## src/rtl/dcache_pkg.sv

```systemverilog
// Shared types and geometry for the data-cache miss sequencer.
package dcache_pkg;

  localparam int unsigned LINE_LENGTH = 4;
  localparam int unsigned PA          = 22;
  localparam int unsigned NBEATS      = 2 * LINE_LENGTH;
  localparam int unsigned BEAT_W      = $clog2(NBEATS);
  localparam int unsigned OFF_W       = $clog2(LINE_LENGTH);
  localparam int unsigned LINE_AW     = PA - OFF_W;

  typedef enum logic [2:0] {
    IDLE      = 3'd0,
    WB_REQ    = 3'd1,
    WB_DATA   = 3'd2,
    FILL_REQ  = 3'd3,
    FILL_DATA = 3'd4
  } state_t;

  // Line address of a byte address (drops the in-line byte offset).
  function automatic logic [LINE_AW-1:0] line_of(input logic [PA-1:0] addr);
    return addr[PA-1:OFF_W];
  endfunction

endpackage

```

## src/rtl/dcache_beat_ctr.sv

```systemverilog
// Nibble beat counter for one line burst; wraps to 0 after the last beat.
module dcache_beat_ctr
  import dcache_pkg::*;
(
  input  logic clk,
  input  logic reset,
  input  logic clear,
  input  logic enable,
  output logic last_c
);

  logic [BEAT_W-1:0] count;

  // Count beats while a data phase is active; clear on the burst grant.
  always_ff @(posedge clk) begin
    if (reset || clear) begin
      count <= '0;
    end else if (enable) begin
      count <= count + BEAT_W'(1);
    end
  end

  assign last_c = (count == BEAT_W'(NBEATS - 1));

endmodule

```

## src/rtl/dcache_ctrl.sv

```systemverilog
// Miss sequencer: optional dirty write-back, line refill, then retry of the held access.
module dcache_ctrl
  import dcache_pkg::*;
(
  input  logic               clk,
  input  logic               reset,
  input  logic               cpu_req,
  input  logic               cpu_flush,
  input  logic [PA-1:0]      paddr,
  input  logic               fault,
  input  logic [LINE_AW-1:0] victim_addr,
  input  logic               hit,
  input  logic               push,
  input  logic               pull,
  output logic               cpu_done,
  output logic               busy,
  output logic               flush_all,
  output logic               rstrobe_d,
  output logic               wstrobe_d,
  output logic               mem_req,
  output logic               mem_write,
  output logic [LINE_AW-1:0] mem_addr,
  input  logic               mem_ack
);

  state_t             state;
  logic [LINE_AW-1:0] fill_line;
  logic               beat_clear;
  logic               beat_en;
  logic               beat_last;

  // Byte offset inside the line plays no part in line sequencing.
  logic unused_offset;
  assign unused_offset = ^paddr[OFF_W-1:0];

  assign beat_clear = ((state == WB_REQ) || (state == FILL_REQ)) && mem_ack;
  assign beat_en    = (state == WB_DATA) || (state == FILL_DATA);

  dcache_beat_ctr u_beat_ctr (
    .clk    (clk),
    .reset  (reset),
    .clear  (beat_clear),
    .enable (beat_en),
    .last_c (beat_last)
  );

  // Completion is only signalled from IDLE, in the same cycle as the request.
  assign cpu_done = (state == IDLE) && cpu_req && (fault || hit);

  // State sequencing with outputs registered against the state being entered.
  always_ff @(posedge clk) begin
    if (reset) begin
      state     <= IDLE;
      fill_line <= '0;
      busy      <= 1'b0;
      flush_all <= 1'b0;
      rstrobe_d <= 1'b0;
      wstrobe_d <= 1'b0;
      mem_req   <= 1'b0;
      mem_write <= 1'b0;
      mem_addr  <= '0;
    end else begin
      flush_all <= 1'b0;
      case (state)
        IDLE: begin
          if (cpu_req && !fault && !hit) begin
            if (push) begin
              fill_line <= line_of(paddr);
              mem_addr  <= victim_addr;
              mem_write <= 1'b1;
              mem_req   <= 1'b1;
              busy      <= 1'b1;
              state     <= WB_REQ;
            end else if (pull) begin
              fill_line <= line_of(paddr);
              mem_addr  <= line_of(paddr);
              mem_write <= 1'b0;
              mem_req   <= 1'b1;
              busy      <= 1'b1;
              state     <= FILL_REQ;
            end
          end else if (!cpu_req && cpu_flush) begin
            flush_all <= 1'b1;
          end
        end
        WB_REQ: begin
          if (mem_ack) begin
            mem_req   <= 1'b0;
            rstrobe_d <= 1'b1;
            state     <= WB_DATA;
          end
        end
        WB_DATA: begin
          if (beat_last) begin
            rstrobe_d <= 1'b0;
            mem_addr  <= fill_line;
            mem_write <= 1'b0;
            mem_req   <= 1'b1;
            state     <= FILL_REQ;
          end
        end
        FILL_REQ: begin
          if (mem_ack) begin
            mem_req   <= 1'b0;
            wstrobe_d <= 1'b1;
            state     <= FILL_DATA;
          end
        end
        FILL_DATA: begin
          if (beat_last) begin
            wstrobe_d <= 1'b0;
            busy      <= 1'b0;
            state     <= IDLE;
          end
        end
        default: begin
          rstrobe_d <= 1'b0;
          wstrobe_d <= 1'b0;
          mem_req   <= 1'b0;
          busy      <= 1'b0;
          state     <= IDLE;
        end
      endcase
    end
  end

endmodule

```

## config.mk

```make
export PLATFORM = sky130hd
export DESIGN_NAME = dcache_ctrl
export DESIGN_NICKNAME = d
export VERILOG_FILES = /design/src/rtl/dcache_pkg.sv /design/src/rtl/dcache_beat_ctr.sv /design/src/rtl/dcache_ctrl.sv
export SDC_FILE = /design/constraint.sdc
export NUM_CORES = 1
export LEC_CHECK = 0
export CORE_UTILIZATION = 43
export CTS_CLUSTER_SIZE = 24
export DETAILED_ROUTE_END_ITERATION = 16
export GPL_ROUTABILITY_DRIVEN = 0
export PLACE_DENSITY = 0.86
export SLEW_MARGIN = 15
export SYNTH_ARGS = -nofsm -noshare
export SYNTH_HDL_FRONTEND = slang
export SYNTH_SLANG_ARGS = --single-unit
```

## constraint.sdc

```tcl
create_clock -name clk -period 1.69 [get_ports clk]
set_input_delay 0.338 -clock clk [delete_from_list [all_inputs] [get_ports clk]]
set_output_delay 0.338 -clock clk [all_outputs]
set_load 0.05 [all_outputs]
```

==> flow_metrics.tcl <==
set metrics [dict create \
    status "finished with violations" \
    violations "negative setup slack" \
    layout_commonest_cell "dfxtp_1" \
    clock-sinks 52 \
    yosys_warnings 0 \
    slew_headroom_pct 70.4 \
    cts_tree "yes" \
    synth_flop_cell "dfxtp_1" \
    end_kind "output port" \
    drc 0 \
    grt_pass1_wl_mm 15.9 \
    ir_drop_v 0.000393 \
    power_density_nw_per_um2 637 \
    drt_iter0_drc 255 \
    critical-path-slowest-cell "dfxtp_2" \
    wire_per_inst_um 21.7 \
    ys_types 42 \
    tightest_slew_ns 0.444 \
    final.fill_count 363 \
    cp.arrival_ns 1.54 \
    synth_top_cell_area_share_pct 38.3 \
    cpPeakStageDelay_ns 0.34 \
    dpl.cell_count 446 \
    firstDrtPassIters 4 \
    finalPower_mw 2.87 \
    io_pins 78 \
    worstPathMaxFanout 5 \
    rows 28 \
    via_per_inst 6.05 \
    hpwlAfterDp_mm 4.89 \
    multi_input_area_um2 1800 \
    finalClockSkew_ns 0.0276 \
    antenna_found_initial 1 \
    rsz0062_at_grt "true" \
    crit_type "reg2out" \
    die_y_um 81.5 \
    netlist_top_cells_area "dfxtp_1, mux2i_1, nand2_1" \
    synth_edf_count 0 \
    max_freq_mhz 533 \
    synth-async-reset-ratio_pct 0 \
    gr-usage-all-layers_pct 32.5 \
    cts_root_buf "clkbuf_8" \
    setup_viol 43 \
    path_cells "buf_6, or2_4, nor4b_4, buf_12" \
    critPathLaunchType "flip-flop" \
    final_cell_area_um2 4500 \
    synth_seq_area_share_pct 38.3 \
    io_buffers 75 \
    die-area_um2 6650 \
    hold_viol 0 \
    p_leak_nw 1.68 \
    final_cell_mix "dfxtp_1, clkdlybuf4s50_1, nand2_1, buf_4, a21oi_2" \
    postPlaceCellArea_um2 3580 \
    hold_class "in2reg" \
    ant_nets 0 \
    grt_max_degree 24 \
    clk_pin_slew_worst_paths_ns 0.11 \
    drive_above_1_share_pct 47.3 \
    htree_levels 2 \
    yosys.area.top_type "dfxtp_1" \
    coreArea_um2 6030 \
    wl_mm 10.5 \
    vias 2916 \
    syn_area_um2 2720 \
    crit_buf_inv 2 \
    clock_latency_ns 0.33 \
    overflow 0 \
    setup_slack_ns -0.186 \
    grt_pass1_vias 2967 \
    fin_crit_sh_pct 111 \
    clock_path_buffers 2 \
    syn_inst 305 \
    die_w_um 81.5 \
    cp.required_ns 1.35 \
    drv_cap 0 \
    syn_nets 358 \
    layout.cells.non_filler 482 \
    ys_seq_elements 52 \
    register_area_um2 1040 \
    syn_area_per_cell_um2 8.92 \
    critPathTopFamily "simple AND/OR/NAND/NOR gates" \
    fin_crit_ns 1.88 \
    postCtsHoldBufs 0 \
    final_max_slew_viol_count 0 \
    nets 458 \
    cts_made_buffers 5 \
    initial_core_util_pct 45.1 \
    areaGrowthSynthToFinish_pct 65.5 \
]
-- metal layers --
| layer | share of wire (%) | vias to the layer above | GRT usage, % |
|---|---|---|---|
| li1 | - | 1295 | - |
| met1 | 38 | 1397 | 38.8 |
| met2 | 47 | 180 | 53.0 |
| met3 | 8.8 | 44 | 6.33 |
| met4 | 6.3 | 0 | 20.9 |
| met5 | 0 | - | 0 |
-- state kept, by name (all words and copies together) (netlist names) --
register / flops
busy: 1
fill_line: 20
flush_all: 1
mem_addr: 20
mem_req: 1
mem_write: 1
rstrobe_d: 1
state: 3
u_beat_ctr.count: 3
wstrobe_d: 1
-- cells by family after synthesis --
family,synth area share (%)
compound gates,20.1
xor+xnor,0.966
fa+ha+maj,0.920
buf+inv,6.90
flops,38.3
mux,8.88
simple gates,24.0
-- synthesized netlist by cell type (2+ instances only) --
cell and n:
a21oi_2 18, buf_12 2, o21ai_0 2, nand3_2 19, a21oi_1 26, nand2_2 10
nor3_1 3, ha_1 2, or2_2 2, o221ai_1 20, mux2i_1 23, a31oi_1 2
dfxtp_1 52, buf_2 7, nand2_1 54, buf_6 3, nand3_1 4, nand2b_1 2
nor2_1 11, inv_1 3, clkbuf_1 17, xnor2_1 3
-- power by group --
part / internal [mW] / total [mW] / switching (mW)
Clock: 0.304 / 0.783 / 0.479
Combinational: 0.377 / 0.778 / 0.401
Sequential: 1.27 / 1.31 / 0.0374
Total: 1.95 / 2.87 / 0.918
-- cell type report --
type / instances / area share (%)
Antenna cell: 1 / 0.0556
Clock buffer: 5 / 1.53
Clock inverter: 3 / 0.556
Inverter: 3 / 0.250
Multi-Input combinational cell: 220 / 39.9
Sequential cell: 52 / 23.2
Tap cell: 75 / 2.08
Timing Repair Buffer: 123 / 32.5
-- path summary, 6_finish.rpt --
check / to / slack, ns / start / depth (start not counted)
worst min register to register: mem_addr[19] / 0.48 / mem_addr[19] / 2
worst max-delay path: cpu_done / -0.19 / state[0] / 4
worst min-delay path: busy / 0.44 / fault / 4
worst max register to register: fill_line[15] / -0.17 / state[1] / 7
-- through the flow --
step	setup slack (ns)	hold WS, ns	util, %	setup TNS, ns
after global routing	-0.212	0.444	74.7	-4.97
after global placement	-0.570	0.448	59.5	-22.25
after detailed placement	-0.610	0.455	59.5	-23.78
final	-0.186	0.436	74.7	-3.65
after CTS	-0.190	0.432	73.1	-5.43
after floorplan	-0.0862	0.439	-	-2.84
-- worst min-delay path: stages --
cell	delay (ns)
clkbuf_2	0.09
nor2_1	0.07
a31oi_1	0.17
nor2_1	0.05
-- repair_timing --
item                                    4_1_cts  5_1_grt
gates cloned                                 12        0
setup buffers                                12        4
pin swaps                                    30        9
gates resized for setup                      81       21
endpoints found under the setup margin       44       45
endpoints found under the hold margin         0        0
Power figures use the tool's default switching activity.
